File: src/rtl/seg7_pkg.sv
// Shared types and the common 7-segment glyph table for the display path.
// Segment vectors are {g,f,e,d,c,b,a}, active-low.
package seg7_pkg;

  typedef logic [3:0] digit_t;
  typedef logic [6:0] seg_t;

  localparam seg_t SEG_BLANK = 7'h7F;

  localparam seg_t GLYPH_TABLE [16] = '{
    7'h40, 7'h79, 7'h24, 7'h30,
    7'h19, 7'h12, 7'h02, 7'h78,
    7'h00, 7'h10, 7'h03, 7'h41,
    7'h0E, 7'h21, 7'h06, 7'h7F
  };

endpackage

File: src/rtl/seg7_glyph.sv
// Combinational digit-code to active-low segment decode.
// Zero latency; no flow control.
module seg7_glyph
  import seg7_pkg::*;
(
  input  digit_t i_code,
  output seg_t   o_seg
);

  assign o_seg = GLYPH_TABLE[i_code];

endmodule

File: src/rtl/seg7_scan_driver.sv
// Time-multiplexed N-digit 7-segment scanner: guard intervals, frame-aligned updates,
// leading-zero blanking and blink. Pin outputs are registered (1 cycle behind scan state).
module seg7_scan_driver
  import seg7_pkg::*;
#(
  parameter int NUM_DIGITS   = 4,
  parameter int REFRESH_DIV  = 50000,
  parameter int GUARD        = 16,
  parameter int BLINK_FRAMES = 64
) (
  input  logic                      clk,
  input  logic                      rst_n,
  input  logic                      load,
  input  logic [4*NUM_DIGITS-1:0]   digits_in,
  input  logic [NUM_DIGITS-1:0]     dp_in,
  input  logic                      lzb_en,
  input  logic                      blink_en,
  output logic [6:0]                seg,
  output logic                      dp,
  output logic [NUM_DIGITS-1:0]     an,
  output logic                      frame_start,
  output logic                      pending
);

  localparam int PW    = $clog2(REFRESH_DIV);
  localparam int IDX_W = (NUM_DIGITS > 1) ? $clog2(NUM_DIGITS) : 1;
  localparam int FW    = (BLINK_FRAMES > 1) ? $clog2(BLINK_FRAMES) : 1;

  logic [PW-1:0]                  r_presc;
  logic [IDX_W-1:0]               r_idx;
  logic [FW-1:0]                  r_frame_cnt;
  logic                           r_phase;
  logic                           r_pending;
  digit_t [NUM_DIGITS-1:0]        r_act;
  digit_t [NUM_DIGITS-1:0]        r_pend;
  logic [NUM_DIGITS-1:0]          r_act_dp;
  logic [NUM_DIGITS-1:0]          r_pend_dp;
  seg_t                           r_seg;
  logic                           r_dp;
  logic [NUM_DIGITS-1:0]          r_an;

  logic                           w_tc;
  logic                           w_wrap;
  logic                           w_guard;
  digit_t                         w_cur;
  logic                           w_cur_dp;
  logic [NUM_DIGITS-1:0]          w_lz;
  logic                           w_lz_blank;
  logic                           w_dark;
  seg_t                           w_glyph;

  assign w_tc     = (r_presc == PW'(REFRESH_DIV - 1));
  assign w_wrap   = w_tc && (r_idx == IDX_W'(NUM_DIGITS - 1));
  assign w_guard  = (r_presc < PW'(GUARD));
  assign w_cur    = r_act[r_idx];
  assign w_cur_dp = r_act_dp[r_idx];

  // w_lz[k]: digit k and every digit above it are zero.
  always_comb begin
    w_lz = '0;
    w_lz[NUM_DIGITS-1] = (r_act[NUM_DIGITS-1] == 4'h0);
    for (int k = NUM_DIGITS - 2; k >= 0; k--) begin
      w_lz[k] = w_lz[k+1] && (r_act[k] == 4'h0);
    end
  end

  assign w_lz_blank = lzb_en && (r_idx != '0) && w_lz[r_idx];
  // A blank code with no decimal point leaves its anode off entirely.
  assign w_dark     = w_guard || (blink_en && r_phase) ||
                      ((w_cur == 4'hF) && !w_cur_dp);

  seg7_glyph u_glyph (
    .i_code (w_cur),
    .o_seg  (w_glyph)
  );

  always_ff @(posedge clk or negedge rst_n) begin
    if (!rst_n) begin
      r_presc     <= '0;
      r_idx       <= '0;
      r_frame_cnt <= '0;
      r_phase     <= 1'b0;
      r_pending   <= 1'b0;
      r_act       <= '1;
      r_pend      <= '1;
      r_act_dp    <= '0;
      r_pend_dp   <= '0;
      r_seg       <= SEG_BLANK;
      r_dp        <= 1'b1;
      r_an        <= '1;
    end else begin
      r_presc <= w_tc ? '0 : r_presc + PW'(1);
      if (w_tc) begin
        r_idx <= (r_idx == IDX_W'(NUM_DIGITS - 1)) ? '0 : r_idx + IDX_W'(1);
      end

      if (w_wrap) begin
        if (r_frame_cnt == FW'(BLINK_FRAMES - 1)) begin
          r_frame_cnt <= '0;
          r_phase     <= ~r_phase;
        end else begin
          r_frame_cnt <= r_frame_cnt + FW'(1);
        end
        if (r_pending) begin
          r_act    <= r_pend;
          r_act_dp <= r_pend_dp;
        end
      end

      // A load on the boundary cycle re-arms pending after the old data moved across.
      if (load) begin
        r_pend    <= digits_in;
        r_pend_dp <= dp_in;
        r_pending <= 1'b1;
      end else if (w_wrap) begin
        r_pending <= 1'b0;
      end

      r_seg <= w_lz_blank ? SEG_BLANK : w_glyph;
      r_dp  <= ~w_cur_dp;
      r_an  <= w_dark ? '1 : ~(NUM_DIGITS'(1) << r_idx);
    end
  end

  assign seg         = r_seg;
  assign dp          = r_dp;
  assign an          = r_an;
  assign frame_start = w_wrap;
  assign pending     = r_pending;

endmodule

File: config.mk
export PLATFORM = sky130hd
export DESIGN_NAME = seg7_scan_driver
export DESIGN_NICKNAME = d
export VERILOG_FILES = /design/src/rtl/seg7_pkg.sv /design/src/rtl/seg7_glyph.sv /design/src/rtl/seg7_scan_driver.sv
export SDC_FILE = /design/constraint.sdc
export NUM_CORES = 1
export LEC_CHECK = 0
export ABC_AREA = 1
export CAP_MARGIN = 20
export CORE_MARGIN = 2
export CORE_UTILIZATION = 40
export CTS_BUF_LIST = sky130_fd_sc_hd__clkbuf_8 sky130_fd_sc_hd__clkbuf_16
export DETAILED_ROUTE_END_ITERATION = 8
export SYNTH_ARGS = -nofsm -noshare
export SYNTH_HDL_FRONTEND = slang
export SYNTH_HIERARCHICAL = 1
export SYNTH_SLANG_ARGS = --single-unit
File: constraint.sdc
create_clock -name clk -period 3.46 [get_ports clk]
set_clock_uncertainty 0.1 [all_clocks]
set_input_delay 1.038 -clock clk [delete_from_list [all_inputs] [get_ports clk]]
set_output_delay 1.038 -clock clk [all_outputs]
set_load 0.02 [all_outputs]
==> flow_metrics.tcl <==
set metrics [dict create \
    wl_um 7993 \
    ys_async_sr_fraction_pct 100.0 \
    grt_util_all_layers_pct 15.46 \
    cts_buffer_depth 2 \
    crit_type "reg2out" \
    syn_inst 502 \
    synth_cell_types 31 \
    avgSynthCellArea_um2 8.033 \
    synth_seq_cells 78 \
    vdd_ir_drop_max_uv 176.0 \
    cts-root-buf "clkbuf_8" \
    firstDrtPassIters 4 \
    finalPower_w 0.001722 \
    clk_latency_ns 0.36 \
    synth_nets 540 \
    setup_viol 0 \
    rr_worst_depth 11 \
    final_area_um2 4701 \
    end_kind "primary output" \
    muxShareOfSynthArea_pct 0 \
    clock_power_share_pct 40.3 \
    gp_congestion 0.8459 \
    placed_area_um2 4503 \
    grt-ovfl-total 0 \
    period_share_pct 94.18 \
    cts_tree "yes" \
    antenna_found_initial 0 \
    cap_violations 0 \
    syn2layout_area_growth_pct 16.57 \
    p_comb_share_pct 4.2 \
    grt_pass1_vias 2947 \
    maxSlewViolCount 0 \
    grt_max_degree 79 \
    crit_start "r_presc[0]$_DFF_PN0_" \
    cts.sinks 78 \
    synthSimpleGateAreaFrac_pct 34.28 \
    ff2ff_setup_slack_ns 1.21 \
    status "finished clean" \
    drive_gt1_share_pct 15.72 \
    p_leak_nw 2.286 \
    crit_path_start_kind "flop" \
    multi_input_area_um2 1748 \
    synth-compound-area-share_pct 3.289 \
    post-route-min-period_ns 3.259 \
    n_antenna_cell 0 \
    relSlewSlack_pct 36.43 \
    grt_pass1_wl_um 13940 \
    worstPathRequired_ns 2.32 \
    critPathCapture "frame_start" \
    die_w_um 104.4 \
    setup_tns_ns 0 \
    arrival_ns 2.12 \
    die_area_um2 10900 \
    p_switching_w 0.0003910 \
    fillCellCount 971 \
    synth_adder_area_share_pct 4.034 \
    num_io_pins 39 \
    switching_share_pct 22.71 \
    synth_xor_area_share_pct 1.738 \
    p_seq_share_pct 55.6 \
    synth_top_family_by_area "simple AND/OR/NAND/NOR gates" \
    wl_per_cell_um 11.75 \
    rsz0062_at_grt "no" \
    htree_levels 3 \
    synth_warnings 6 \
    synth_ff_type "dfstp_2" \
    drc_errors 0 \
    hold_class "reg2reg" \
    cts_resized 0 \
    dp_hpwl_um 5586 \
    regArea_um2 2007 \
    die_h_um 104.4 \
    hold_violations 0 \
    r2r_start "r_idx[0]$_DFFE_PN0N_" \
    powerDensity_nw_per_um2 366.3 \
    crit_path_max_fanout 8 \
    intPower_w 0.001331 \
    syn_area_um2 4033 \
    vias 3127 \
    tightest_slew_ns 0.9536 \
    first_iter_violations 133 \
    ctsHoldBuffers 0 \
    r2r-end "seg[3]$_DFF_PN1_" \
    clk_pin_slew_ns 0.08 \
    core_um2 9774 \
    fmax_mhz 306.9 \
    min_from "r_pend[1]$_DFFE_PN1P_" \
    via_per_inst 4.599 \
    rows 36 \
    nNetsFinal 580 \
    synth_seq_area_share_pct 49.77 \
    initial_core_util_pct 41.26 \
    synth_enable_flop_cells 0 \
    numCtsBuffers 9 \
    postRouteAntennaNets 0 \
    portBuffers 38 \
    cts_post_setup_buffers_inserted 0 \
]
[metrics by stage]
| stage | cells | hold slack, ns | utilization [%] | worst slack [ns] |
|---|---|---|---|---|
| after CTS | 680 | 0.3681 | 48.09 | 0.1740 |
| after floorplan | 502 | 0.3329 | - | 1.112 |
| after global placement | 664 | 0.3433 | 46.07 | 0.6027 |
| final | 680 | 0.3642 | 48.09 | 0.2013 |
| after detailed placement | 664 | 0.3544 | 46.07 | 0.5650 |
| after global routing | 680 | 0.3826 | 48.09 | 0.06639 |
[logic make-up after synthesis]
| kind of cell | Yosys count |
|---|---|
| flops | 78 |
| xor+xnor | 8 |
| simple gates | 321 |
| buf+inv | 58 |
| compound gates | 24 |
| fa+ha+maj | 13 |
[how the worst min path moves through the flow]
stage               cells past startpoint  slack (ns)                     end
floorplan                               1        0.33    r_presc[0]$_DFF_PN0_
global placement                        1        0.34    r_presc[0]$_DFF_PN0_
detailed placement                      2        0.35   r_pend[1]$_DFFE_PN1P_
CTS                                     2        0.37   r_pend[1]$_DFFE_PN1P_
global route                            2        0.38  r_pend[13]$_DFFE_PN1P_
finish                                  2        0.36   r_pend[1]$_DFFE_PN1P_
[area by class of cell]
cell class              instances  share of cell area, %
clock buffers                  10                  2.928
clock inverters                 6                  1.278
inverters                      45                  3.700
multi-input cells             366                  37.18
flip-flops and latches         78                  42.69
well taps                     133                  3.540
repair buffers                 42                  8.677
[sequential cells by signal, indices dropped and copies added (netlist names), 4 cells and up]
name	cells
r_frame_cnt	6
seg	7
r_pend	16
r_presc	16
an	4
r_pend_dp	4
r_act	16
r_act_dp	4
[placed cells by master, fill, tap and decap left out, types with 4 or more instances in the layout]
| cell type | netlist | routed |
|---|---|---|
| nor3_1 | 4 | 4 |
| nand3_1 | 52 | 52 |
| nand4_1 | 4 | 4 |
| dfrtp_1 | 34 | 34 |
| inv_1 | 40 | 41 |
| nor2_1 | 38 | 38 |
| dfstp_2 | 44 | 44 |
| xor2_1 | 6 | 6 |
| o21ai_0 | 14 | 14 |
| ha_1 | 13 | 13 |
| nor2_4 | 5 | 5 |
| a21oi_1 | 5 | 5 |
| nand2_2 | 4 | 4 |
| buf_4 | 0 | 5 |
| nand2_1 | 206 | 206 |
| clkdlybuf4s50_1 | 0 | 37 |
| clkbuf_8 | 0 | 10 |
[power groups by stage]
stage                     logic (W)  clock network [W]  registers, W
after global routing      0.0000838           0.000741      0.000960
after detailed placement  0.0000748                  0      0.000973
after CTS                 0.0000748           0.000712      0.000957
after global placement    0.0000730                  0      0.000972
after floorplan           0.0000243                  0      0.000970
final                     0.0000717           0.000693      0.000957
[synthesized netlist by cell type (3+ instances only)]
library cell / instances / area (µm²)
nor3_1: 4 / 20.02
xor2_1: 6 / 52.55
nand3_1: 52 / 260.3
a21oi_1: 5 / 25.02
o21ai_0: 14 / 70.07
clkbuf_1: 4 / 15.01
dfstp_2: 44 / 1156
inv_1: 40 / 150.1
nor2_2: 3 / 18.77
nor2_4: 5 / 56.30
nand2_2: 4 / 25.02
dfrtp_1: 34 / 850.8
buf_6: 3 / 33.78
inv_2: 3 / 11.26
nand3_2: 3 / 30.03
nand2_1: 206 / 773.2
nor2_1: 38 / 142.6
nand4_1: 4 / 25.02
ha_1: 13 / 162.7
[critical path, stage by stage (launching register included)]
cell,delay [ns]
dfrtp_1,0.37
ha_1,0.18
nand2_1,0.10
inv_1,0.08
nand2_1,0.10
nor2_4,0.12
nand2_4,0.11
nor2_8,0.11
clkdlybuf4s50_1,0.61
[per-layer routing]
metal,global-route usage (%),part of all wire (%),vias up
met2,23.48,43,49
met5,0,0,-
li1,-,-,1642
met3,2.632,3.2,9
met1,22.20,52,1427
met4,5.502,1.4,0
No activity file was read; power rests on OpenSTA's default activity.
